==> config.mk <==
export PLATFORM = sky130hd
export DESIGN_NAME = alu_exec_ctrl
export DESIGN_NICKNAME = d
export VERILOG_FILES = /design/src/rtl/alu_pkg.sv /design/src/rtl/alu_iter_shifter.sv /design/src/rtl/alu_exec_ctrl.sv
export SDC_FILE = /design/constraint.sdc
export NUM_CORES = 1
export LEC_CHECK = 0
export BUFFER_PORTS_ARGS = -buffer_cell sky130_fd_sc_hd__buf_4
export CORE_MARGIN = 5
export CORE_UTILIZATION = 35
export DETAILED_ROUTE_END_ITERATION = 10
export SLEW_MARGIN = 15
export SYNTH_ARGS = -nofsm -noshare
export SYNTH_HDL_FRONTEND = slang
export SYNTH_HIERARCHICAL = 1
export SYNTH_SLANG_ARGS = --single-unit
export TNS_END_PERCENT = 20
==> constraint.sdc <==
create_clock -name clk -period 8.1 [get_ports clk]
set_input_delay 1.215 -clock clk [delete_from_list [all_inputs] [get_ports clk]]
set_output_delay 1.215 -clock clk [all_outputs]
set_load 0.03 [all_outputs]
==> src/rtl/alu_pkg.sv <==
// alu_pkg: constants and types shared by the ALU execution controller and
// its iterative shifter.
//   - opcode (alu_op) and function (alu_funct) field encodings
//   - controller FSM state enum
//   - shift-kind encoding (matches alu_funct of the shift opcode)
package alu_pkg;

  localparam logic [4:0] OP_ALU   = 5'b11011;  // register-register group, funct selects
  localparam logic [4:0] OP_ADDI  = 5'b01000;
  localparam logic [4:0] OP_SUBI  = 5'b10001;
  localparam logic [4:0] OP_LBI   = 5'b11000;
  localparam logic [4:0] OP_SEQ   = 5'b11100;
  localparam logic [4:0] OP_SLT   = 5'b11101;
  localparam logic [4:0] OP_SLE   = 5'b11110;
  localparam logic [4:0] OP_SCO   = 5'b11111;
  localparam logic [4:0] OP_SHIFT = 5'b11010;
  localparam logic [4:0] OP_HALT  = 5'b00000;

  localparam logic [1:0] FN_ADD  = 2'b00;
  localparam logic [1:0] FN_SUB  = 2'b01;
  localparam logic [1:0] FN_XOR  = 2'b10;
  localparam logic [1:0] FN_ANDN = 2'b11;

  typedef enum logic [1:0] {
    ST_IDLE  = 2'd0,
    ST_SHIFT = 2'd1,
    ST_HOLD  = 2'd2
  } state_t;

  typedef enum logic [1:0] {
    SH_ROL = 2'b00,
    SH_SLL = 2'b01,
    SH_ROR = 2'b10,
    SH_SRL = 2'b11
  } shift_kind_t;

endpackage

==> src/rtl/alu_iter_shifter.sv <==
// alu_iter_shifter: bit-serial shifter, one bit position per clock.
// Ports:
//   clk, rst_n  clock, asynchronous active-low reset
//   start       load data_in/shamt/kind (only issued with shamt > 0)
//   kind        ROL / SLL / ROR / SRL
//   data_in     value to shift
//   shamt       number of single-bit steps
//   data        shift register contents (final once done has pulsed)
//   done        one-cycle pulse in the cycle after the last step
module alu_iter_shifter
  import alu_pkg::*;
#(
  parameter int WIDTH = 16
) (
  input  logic                       clk,
  input  logic                       rst_n,
  input  logic                       start,
  input  shift_kind_t                kind,
  input  logic [WIDTH-1:0]           data_in,
  input  logic [$clog2(WIDTH)-1:0]   shamt,
  output logic [WIDTH-1:0]           data,
  output logic                       done
);

  localparam int SHAMT_W = $clog2(WIDTH);
  localparam logic [SHAMT_W-1:0] CNT_ONE = SHAMT_W'(1);

  logic [SHAMT_W-1:0] cnt;
  shift_kind_t        kind_q;

  function automatic logic [WIDTH-1:0] step1(input logic [WIDTH-1:0] v, input shift_kind_t k);
    case (k)
      SH_ROL:  return {v[WIDTH-2:0], v[WIDTH-1]};
      SH_SLL:  return {v[WIDTH-2:0], 1'b0};
      SH_ROR:  return {v[0], v[WIDTH-1:1]};
      SH_SRL:  return {1'b0, v[WIDTH-1:1]};
      default: return v;
    endcase
  endfunction

  // The register stops moving once the counter is 0, so data keeps the
  // final value until the controller has taken it.
  always_ff @(posedge clk or negedge rst_n) begin
    if (!rst_n) begin
      data   <= '0;
      cnt    <= '0;
      kind_q <= SH_ROL;
      done   <= 1'b0;
    end else if (start) begin
      data   <= data_in;
      cnt    <= shamt;
      kind_q <= kind;
      done   <= 1'b0;
    end else if (cnt != '0) begin
      data   <= step1(data, kind_q);
      cnt    <= cnt - CNT_ONE;
      done   <= (cnt == CNT_ONE);
    end else begin
      done   <= 1'b0;
    end
  end

endmodule

==> src/rtl/alu_exec_ctrl.sv <==
// alu_exec_ctrl: single-issue ALU execution controller.
// Ports:
//   clk, rst_n            clock, asynchronous active-low reset
//   in_valid / in_ready   request handshake (alu_op, alu_funct, a, b)
//   out_valid / out_ready result handshake (result, cout, ofl, zero, illegal)
//   busy                  FSM is not IDLE (shift in flight or shift result held)
// Non-shift ops (and shifts by 0) go through a one-entry capture stage and
// appear one edge after acceptance. Shifts by n > 0 are loaded straight into
// the iterative shifter and appear n+1 edges after acceptance.
module alu_exec_ctrl
  import alu_pkg::*;
#(
  parameter int WIDTH = 16
) (
  input  logic             clk,
  input  logic             rst_n,
  input  logic             in_valid,
  output logic             in_ready,
  input  logic [4:0]       alu_op,
  input  logic [1:0]       alu_funct,
  input  logic [WIDTH-1:0] a,
  input  logic [WIDTH-1:0] b,
  output logic             out_valid,
  input  logic             out_ready,
  output logic [WIDTH-1:0] result,
  output logic             cout,
  output logic             ofl,
  output logic             zero,
  output logic             illegal,
  output logic             busy
);

  localparam int SHAMT_W = $clog2(WIDTH);

  state_t state, state_nx;

  logic out_free, accept, shift_start;
  logic load_p0, load_sh, sh_pend;

  logic [4:0]              op_p0;
  logic [1:0]              funct_p0;
  logic [WIDTH-1:0]        a_p0, b_p0;
  logic                    vld_p0;
  logic signed [WIDTH-1:0] a_s_p0, b_s_p0;

  logic [WIDTH:0]   add_sum, sub_sum;
  logic             add_ofl, sub_ofl;
  logic [WIDTH-1:0] alu_res;
  logic             alu_cout, alu_ofl, alu_ill;

  logic [WIDTH-1:0] sh_data;
  logic             sh_done;

  assign out_free    = !out_valid || out_ready;
  assign in_ready    = (state == ST_IDLE) && out_free;
  assign accept      = in_valid && in_ready;
  assign shift_start = accept && (alu_op == OP_SHIFT) && (b[SHAMT_W-1:0] != '0);
  assign busy        = (state != ST_IDLE);

  // The capture stage is empty whenever a shift is in flight, so the two
  // output sources never compete.
  assign load_p0 = vld_p0 && out_free;
  assign load_sh = out_free && (((state == ST_SHIFT) && sh_done) ||
                                ((state == ST_HOLD) && sh_pend));

  alu_iter_shifter #(.WIDTH(WIDTH)) u_shifter (
    .clk     (clk),
    .rst_n   (rst_n),
    .start   (shift_start),
    .kind    (shift_kind_t'(alu_funct)),
    .data_in (a),
    .shamt   (b[SHAMT_W-1:0]),
    .data    (sh_data),
    .done    (sh_done)
  );

  // ---- stage p0: request capture ----
  always_ff @(posedge clk or negedge rst_n) begin
    if (!rst_n) begin
      vld_p0 <= 1'b0;
    end else if (accept && !shift_start) begin
      vld_p0 <= 1'b1;
    end else if (out_free) begin
      vld_p0 <= 1'b0;
    end
  end

  always_ff @(posedge clk) begin
    if (accept && !shift_start) begin
      op_p0    <= alu_op;
      funct_p0 <= alu_funct;
      a_p0     <= a;
      b_p0     <= b;
    end
  end

  assign a_s_p0 = $signed(a_p0);
  assign b_s_p0 = $signed(b_p0);

  // Subtraction is b - a formed as ~a + b + 1: carry-out 1 means no borrow.
  assign add_sum = {1'b0, a_p0} + {1'b0, b_p0};
  assign sub_sum = {1'b0, ~a_p0} + {1'b0, b_p0} + {{WIDTH{1'b0}}, 1'b1};
  assign add_ofl = (a_p0[WIDTH-1] == b_p0[WIDTH-1]) && (add_sum[WIDTH-1] != a_p0[WIDTH-1]);
  assign sub_ofl = (a_p0[WIDTH-1] != b_p0[WIDTH-1]) && (sub_sum[WIDTH-1] != b_p0[WIDTH-1]);

  always_comb begin
    alu_res  = '0;
    alu_cout = 1'b0;
    alu_ofl  = 1'b0;
    alu_ill  = 1'b0;
    case (op_p0)
      OP_ALU: begin
        case (funct_p0)
          FN_ADD:  begin alu_res = add_sum[WIDTH-1:0]; alu_cout = add_sum[WIDTH]; alu_ofl = add_ofl; end
          FN_SUB:  begin alu_res = sub_sum[WIDTH-1:0]; alu_cout = sub_sum[WIDTH]; alu_ofl = sub_ofl; end
          FN_XOR:  alu_res = a_p0 ^ b_p0;
          FN_ANDN: alu_res = a_p0 & ~b_p0;
          default: alu_res = '0;
        endcase
      end
      OP_ADDI: begin alu_res = add_sum[WIDTH-1:0]; alu_cout = add_sum[WIDTH]; alu_ofl = add_ofl; end
      OP_SUBI: begin alu_res = sub_sum[WIDTH-1:0]; alu_cout = sub_sum[WIDTH]; alu_ofl = sub_ofl; end
      OP_LBI:  alu_res = b_p0;
      OP_SEQ:  alu_res = {{(WIDTH-1){1'b0}}, (a_p0 == b_p0)};
      OP_SLT:  alu_res = {{(WIDTH-1){1'b0}}, (a_s_p0 < b_s_p0)};
      OP_SLE:  alu_res = {{(WIDTH-1){1'b0}}, (a_s_p0 <= b_s_p0)};
      OP_SCO: begin
        alu_res  = {{(WIDTH-1){1'b0}}, add_sum[WIDTH]};
        alu_cout = add_sum[WIDTH];
        alu_ofl  = add_ofl;
      end
      OP_SHIFT: alu_res = a_p0;  // only shift-by-0 reaches this stage
      OP_HALT:  alu_res = '0;
      default:  alu_ill = 1'b1;
    endcase
  end

  // ---- stage p1: registered result and flags ----
  always_ff @(posedge clk or negedge rst_n) begin
    if (!rst_n) begin
      out_valid <= 1'b0;
      result    <= '0;
      cout      <= 1'b0;
      ofl       <= 1'b0;
      zero      <= 1'b0;
      illegal   <= 1'b0;
    end else if (load_p0) begin
      out_valid <= 1'b1;
      result    <= alu_res;
      cout      <= alu_cout;
      ofl       <= alu_ofl;
      zero      <= (alu_res == '0);
      illegal   <= alu_ill;
    end else if (load_sh) begin
      out_valid <= 1'b1;
      result    <= sh_data;
      cout      <= 1'b0;
      ofl       <= 1'b0;
      zero      <= (sh_data == '0);
      illegal   <= 1'b0;
    end else if (out_ready) begin
      out_valid <= 1'b0;
    end
  end

  // A shift can finish while an earlier single-cycle result is still
  // stalled at the output; remember it and load it once the output frees.
  always_ff @(posedge clk or negedge rst_n) begin
    if (!rst_n) begin
      sh_pend <= 1'b0;
    end else if ((state == ST_SHIFT) && sh_done && !out_free) begin
      sh_pend <= 1'b1;
    end else if (load_sh) begin
      sh_pend <= 1'b0;
    end
  end

  always_ff @(posedge clk or negedge rst_n) begin
    if (!rst_n) state <= ST_IDLE;
    else        state <= state_nx;
  end

  always_comb begin
    state_nx = state;
    case (state)
      ST_IDLE:  if (shift_start) state_nx = ST_SHIFT;
      ST_SHIFT: if (sh_done) state_nx = ST_HOLD;
      ST_HOLD:  if (out_valid && out_ready && !sh_pend) state_nx = ST_IDLE;
      default:  state_nx = ST_IDLE;
    endcase
  end

endmodule
Word-level counts from Yosys, hierarchy flattened
Index checks and enable logic that the tools add are counted.
Widths: inputs -> output; s select.
{ "classes": {"addsub": 4, "n_mul": 0, "div_mod_pow": 0, "order_cmp": 2, "n_eq_ne": 27, "shifts": 0, "n_mux": 32, "bitwise_logic": 4, "reduce_logical": 37} }
{ "ops": {"columns": ["op", "n"], "rows": [
  ["$pmux 16 s9", 1],
  ["$pmux 16 s4", 2],
  ["$mux 16", 4],
  ["$eq 5x5->1 const B", 9],
  ["$add 16x16->17", 2],
  ["$logic_not 16->1", 2],
  ["$not 16->16", 2],
  ["$add 17x1->17 const B", 1],
  ["$and 16x16->16", 1],
  ["$eq 16x16->1", 1],
  ["$le 16x16->1", 1],
  ["$lt 16x16->1", 1],
  ["$xor 16x16->16", 1],
  ["$mux 1", 15],
  ["$logic_and 1x1->1", 14],
  ["$eq 2x2->1 const B", 5],
  ["$reduce_bool 2->1", 5],
  ["$reduce_or 10->1", 1],
  ["$mux 4", 2],
  ["$reduce_bool 4->1", 2],
  ["$eq 2x1->1 const B", 3],
  ["$logic_not 2->1", 3],
  ["$mux 2", 3],
  ["$pmux 1 s3", 2],
  ["15 further kinds", 23]
]} }
{ "totals": {"register_bits": 87, "latchBits": 0, "ramBits": 0, "romBits": 0, "inputBits": 43, "out_inout_bits": 23, "elab_cells": 123, "memories": 0} }

Depth between registers and ports, before layout
{ "logic_depth": {"depth_word": 9, "depth_mapped": 14, "depth_no_buf": 14} }

Hierarchy
The synthesis kept the hierarchy.
{ "modules_own_cells": {"columns": ["mod", "instances", "cells_each", "area_per_inst_um2", "seq_area_each_um2"], "rows": [
  ["alu_exec_ctrl", 1, 738, 6351.1, 1796.7],
  ["alu_iter_shifter", 1, 125, 1308.8, 575.6]
]} }

Worst setup path before layout
Ideal clock, no wire load.
{ "synth_timing": {"path_kind": "input to register", "from": "in out_ready", "to": "reg a_p0[0], enable pin", "arrival_ns": 2.985, "path_slack_ns": 4.714, "path_stages": 4, "path_buffers": 1, "path_cell_list": "nor2b_1 clkbuf_1 nor2_1 and3_1"} }
{ "synth_via": {"elab_chain_cells": 7} }
{ "synth_rtl": {"columns": ["element", "line", "source"], "rows": [
  ["start: declaration", "alu_exec_ctrl.sv:24", "input logic out_ready,"],
  ["$logic_or 1x1->1 *", "alu_exec_ctrl.sv:54", "assign out_free = !out_valid || out_ready;"],
  ["$logic_and 1x1->1 *", "alu_exec_ctrl.sv:55", "assign in_ready = (state == ST_IDLE) && out_free;"],
  ["via in_ready", "alu_exec_ctrl.sv:18", "output logic in_ready,"],
  ["$logic_and 1x1->1 *", "alu_exec_ctrl.sv:56", "assign accept = in_valid && in_ready;"],
  ["$logic_and 1x1->1 (2 in a row)", "alu_exec_ctrl.sv:57", "assign shift_start = accept && (alu_op == OP_SHIFT) && (b[SHAMT_W-1:0] != '0);"],
  ["$logic_not 1->1", "alu_exec_ctrl.sv:89", "if (accept && !shift_start) begin"],
  ["$logic_and 1x1->1 *", "alu_exec_ctrl.sv:89", null],
  ["end signal: assignment", "alu_exec_ctrl.sv:92", "a_p0 <= a;"],
  ["end: declaration", "alu_exec_ctrl.sv:42", "logic [WIDTH-1:0] a_p0, b_p0;"]
]} }
Mark *: on every way through the listed nets, which the timed path passes. The rest lies on a longest branch.
A chain may end at the register's enable or synchronous reset.

Worst setup path after layout
{ "layout_timing": {"from": "reg b_p0[0]", "to": "reg zero"} }
{ "layout_via": {"elab_chain_cells": 6} }
{ "layout_rtl": {"columns": ["element", "line", "source"], "rows": [
  ["start: declaration", "alu_exec_ctrl.sv:42", null],
  ["start signal: assignment", "alu_exec_ctrl.sv:93", "b_p0 <= b;"],
  ["$add 16x16->17 / $not 16->16 (equally long branches)", "alu_exec_ctrl.sv:102, alu_exec_ctrl.sv:117", null],
  ["$add 17x1->17 / $and 16x16->16 (equally long branches)", "alu_exec_ctrl.sv:102, alu_exec_ctrl.sv:117", null],
  ["$pmux 16 s4", "alu_exec_ctrl.sv:113", "case (funct_p0)"],
  ["$pmux 16 s9 *", "alu_exec_ctrl.sv:111", "case (op_p0)"],
  ["$logic_not 16->1 *", "alu_exec_ctrl.sv:152", "zero <= (alu_res == '0);"],
  ["$mux 1 *", "alu_exec_ctrl.sv:147", "end else if (load_p0) begin"],
  ["end signal: assignment", "alu_exec_ctrl.sv:152", null],
  ["end signal: assignment", "alu_exec_ctrl.sv:159", "zero <= (sh_data == '0);"],
  ["end: declaration", "alu_exec_ctrl.sv:28", "output logic zero,"]
]} }
Mark *: on every way between the ends. The rest lies on a longest branch, timed or not.

==> summary.md <==
| Metric | Value |
|---|---|
| Post-synth EDFFs | `39` |
| Crit path capture | `zero$_DFFE_PN0P_` |
| Leakage | `0.00347 uW` |
| Req. time, crit path | `8.39 ns` |
| Via-to-Cell Ratio | `5.99` |
| Unrepaired setup endpoints after global routing | `false` |
| Sequential area share after synthesis | `31.0%` |
| Worst Path Buf+Inv | `2` |
| DR DRC count | `0` |
| Cell family with most CP delay | `compound AO/OA/AOI/OAI gates` |
| Crit Path Category | `reg -> reg` |
| PwrDens | `344 nW/um^2` |
| FF-to-FF End | `zero$_DFFE_PN0P_` |
| Final #Nets | `990` |
| Die area | `24,900 sq um` |
| CP peak stage delay | `0.46 ns` |
| Reg2Reg Launch Point | `b_p0[0]$_DFFE_PP_` |
| HP Class | `reg -> reg` |
| Hpwl dp | `18,300 um` |
| Max transition margin | `32.8%` |
| Rows | `54` |
| Area leader, netlist | `dfrtp_1` |
| # Post-CTS Setup Buffers | `0` |
| Critical Path AT | `4.08 ns` |
| CTS sink cnt | `87` |
| Main area contributors after synthesis | `dfrtp_1 (16%), edfxtp_1 (15%), ha_1 (8.3%)` |
| GRT Overall Usage | `20.1%` |
| Max Freq | `264 MHz` |
| Multi-input logic area | `4720 sq um` |
| Post-Syn Area | `7660 sq um` |
| Area fraction of the dominant cell type after synthesis | `15.7%` |
| First-pass GRT wire length | `39,000 um` |
| Deepest clock path buffer count | `2` |
| Worst-path clk slew | `0.08 ns` |
| Clock insertion delay at the later pin of the skew report | `0.36 ns` |
| Max VDD drop | `0.000199 V` |
| Fillers | `2,179` |
| Crit Path Max Fanout | `6` |
| Via count | `7,065` |
| Core area | `21,700 sq um` |
| Post-DRT Antenna Nets | `0` |
| Worst Setup SP | `b_p0[0]$_DFFE_PP_` |
| Final wirelength | `25,200 um` |
| #FFs+latches synth | `87` |
| Initial core utilization | `35.3%` |
| Register-to-register setup slack | `4.31 ns` |
| Number of CTS-inserted buffers | `9` |
| Crit path time final | `3.79 ns` |
| Final TNS setup | `0 ns` |
| Drt pass-1 iters | `6` |
| Final hold violation count | `0` |
| # setup viols final | `0` |
| Ant. Diodes | `0` |
| WL/cell | `21.4 um` |
| Tcrit/Tclk final | `46.8%` |
| Max Slew Vio Count | `0` |
| Average size of a mapped cell | `8.88 sq um` |
| Share of layout cells above drive strength 1 | `16.0%` |
| Port Buf Inserts | `65` |
| Status | `finished, final reports clean` |
| Chip width | `158 um` |
| Syn Inst Count | `863` |
| CTS tree | `built` |
| Hold Buf Count CTS | `0` |
| DRT iter0 DRCs | `808` |
| P&R area growth vs syn | `11.3%` |
| Synth unique cells | `89` |
| Number of global-route vias before repair | `6,754` |
| Root buf cell | `clkbuf_16` |
| Die H | `158 um` |
| Startpoint types | `register` |
| H-Tree Depth | `3` |
| Main synth FF type | `dfrtp_1` |
| FF-to-FF path depth | `14` |
| Critical Path Stages | `14` |
| Post-synth ARST share | `55.2%` |
| Initial antenna violation count | `0` |
| Post-route clock skew | `0.0114 ns` |
| Max Cap Violations | `0` |
| Largest net degree at the start of global routing | `49` |
| Reg area | `2370 sq um` |
| Critical path's slowest cell | `fa_1` |
| Post-CTS resize count | `0` |
| Syn_nets | `959` |
| I/O pin total | `66` |
| Utilization after layout | `39.3%` |
| Actual slew at the worst max-slew pin | `1.01 ns` |
| Placer congestion estimate | `0.986` |
| Yosys warnings | `6` |
| Critical-path cell list | `inv_1 -> ha_1 -> inv_1 -> fa_1 -> a211oi_2 -> o211ai_2 -> nand4_1 -> o2111ai_1 -> o31ai_2 -> a2bb2oi_1 -> a2111oi_1 -> o2111ai_1 -> or3_1 -> a21oi_2` |
| GRT overflow | `0` |
| Critical Path End Type | `register` |
## metal layers
layer	vias up	GRT usage, %	routed length (um)
met5	-	0	0
met4	0	7.88	882
met3	64	4.05	2090
met2	375	31.1	11200
met1	3356	27.7	11000
li1	3270	-	-
## synthesized netlist by cell type (all sizes together) (4+ instances only)
library cell and count:
a22oi 10, o211ai 18, nand4 6, clkbuf 32, o32ai 7, buf 22, and2 8, o21a 6
dfrtp 48, nor2b 17, o311ai 4, a21oi 51, inv 59, mux2 17, o21ai 57, nor3 24
edfxtp 39, a22o 6, or3 6, nand3 23, o221ai 15, or2 4, nand2 81, ha 51
a2111oi 7, nand2b 8, a221o 5, nor2 59, mux2i 32, xnor2 19, and3 7, nor4 9
a211o 6, a31oi 6, o2111ai 5, a21o 11, a221oi 5, a211oi 18, o31ai 7
## logic make-up (layout without fill, tap and decap cells)
group,after synthesis,count (layout),share of synthesized area [%]
DFF,87,87,31.0
muxes,50,50,6.97
adders and majority gates,53,53,8.85
buffers and inverters,113,149,7.53
and+or+nand+nor,265,265,17.0
AOI/OAI and AO/OA,274,274,26.2
xor gates and xnor gates,21,21,2.40
## area by class of cell
class,instances,share of cell area (%)
Multi-Input combinational cell,663,55.4
Timing Repair Buffer,74,6.52
Clock inverter,7,0.866
Inverter,59,2.60
Sequential cell,87,27.8
Clock buffer,9,2.64
Tap cell,280,4.11
## report_power, final
group	internal (uW)	switching, uW	total [uW]
Clock	218	210	428
Combinational	642	1050	1690
Sequential	621	187	808
Total	1480	1450	2930
## state kept, by name, indices dropped and copies added (netlist names), 4 cells and up
| register | cells |
|---|---|
| a_p0 | 16 |
| b_p0 | 16 |
| op_p0 | 5 |
| result | 16 |
| u_shifter/cnt | 4 |
| u_shifter/data | 16 |
## layout by cell type (no fill, tap or decap), drive strengths merged, types with 5 or more instances in the layout
cell	instances
a22oi	10
nor2	59
o32ai	7
and2	8
clkbuf	9
a21oi	51
o31ai	7
nand3	23
o2111ai	5
a221o	5
and3	7
o221ai	15
nor2b	17
ha	51
edfxtp	39
a31oi	6
buf	74
mux2i	32
nand2	81
nor4	9
a211o	6
xnor2	19
inv	63
a221oi	5
a2111oi	7
a21o	11
nor3	24
a211oi	18
mux2	17
or3	6
o21ai	57
nand2b	8
o21a	6
o211ai	18
a22o	6
nand4	6
dfrtp	48
## per-stage QoR
stage               hold slack, ns  area [sq um]  power, uW  std cells  worst slack (ns)
floorplan                    0.455          7660       2030        863              4.71
global placement             0.480          8220       2470       1163              4.25
detailed placement           0.484          8220       2470       1163              4.17
CTS                          0.496          8520       2910       1179              4.34
global route                 0.517          8520       3120       1179              4.07
finish                       0.493          8520       2930       1179              4.31
## worst min-delay path by stage
stage	slack, ns	cells after the start	startpoint	endpoint
finish	0.49	1	u_shifter/done$_DFF_PN0_	state[0]$_DFFE_PN0P_
floorplan	0.46	1	u_shifter/done$_DFF_PN0_	state[0]$_DFFE_PN0P_
global route	0.52	1	u_shifter/done$_DFF_PN0_	state[0]$_DFFE_PN0P_
detailed placement	0.48	1	u_shifter/done$_DFF_PN0_	state[0]$_DFFE_PN0P_
global placement	0.48	1	u_shifter/done$_DFF_PN0_	state[0]$_DFFE_PN0P_
CTS	0.50	1	u_shifter/done$_DFF_PN0_	state[0]$_DFFE_PN0P_
No activity file was read; power rests on OpenSTA's default activity.
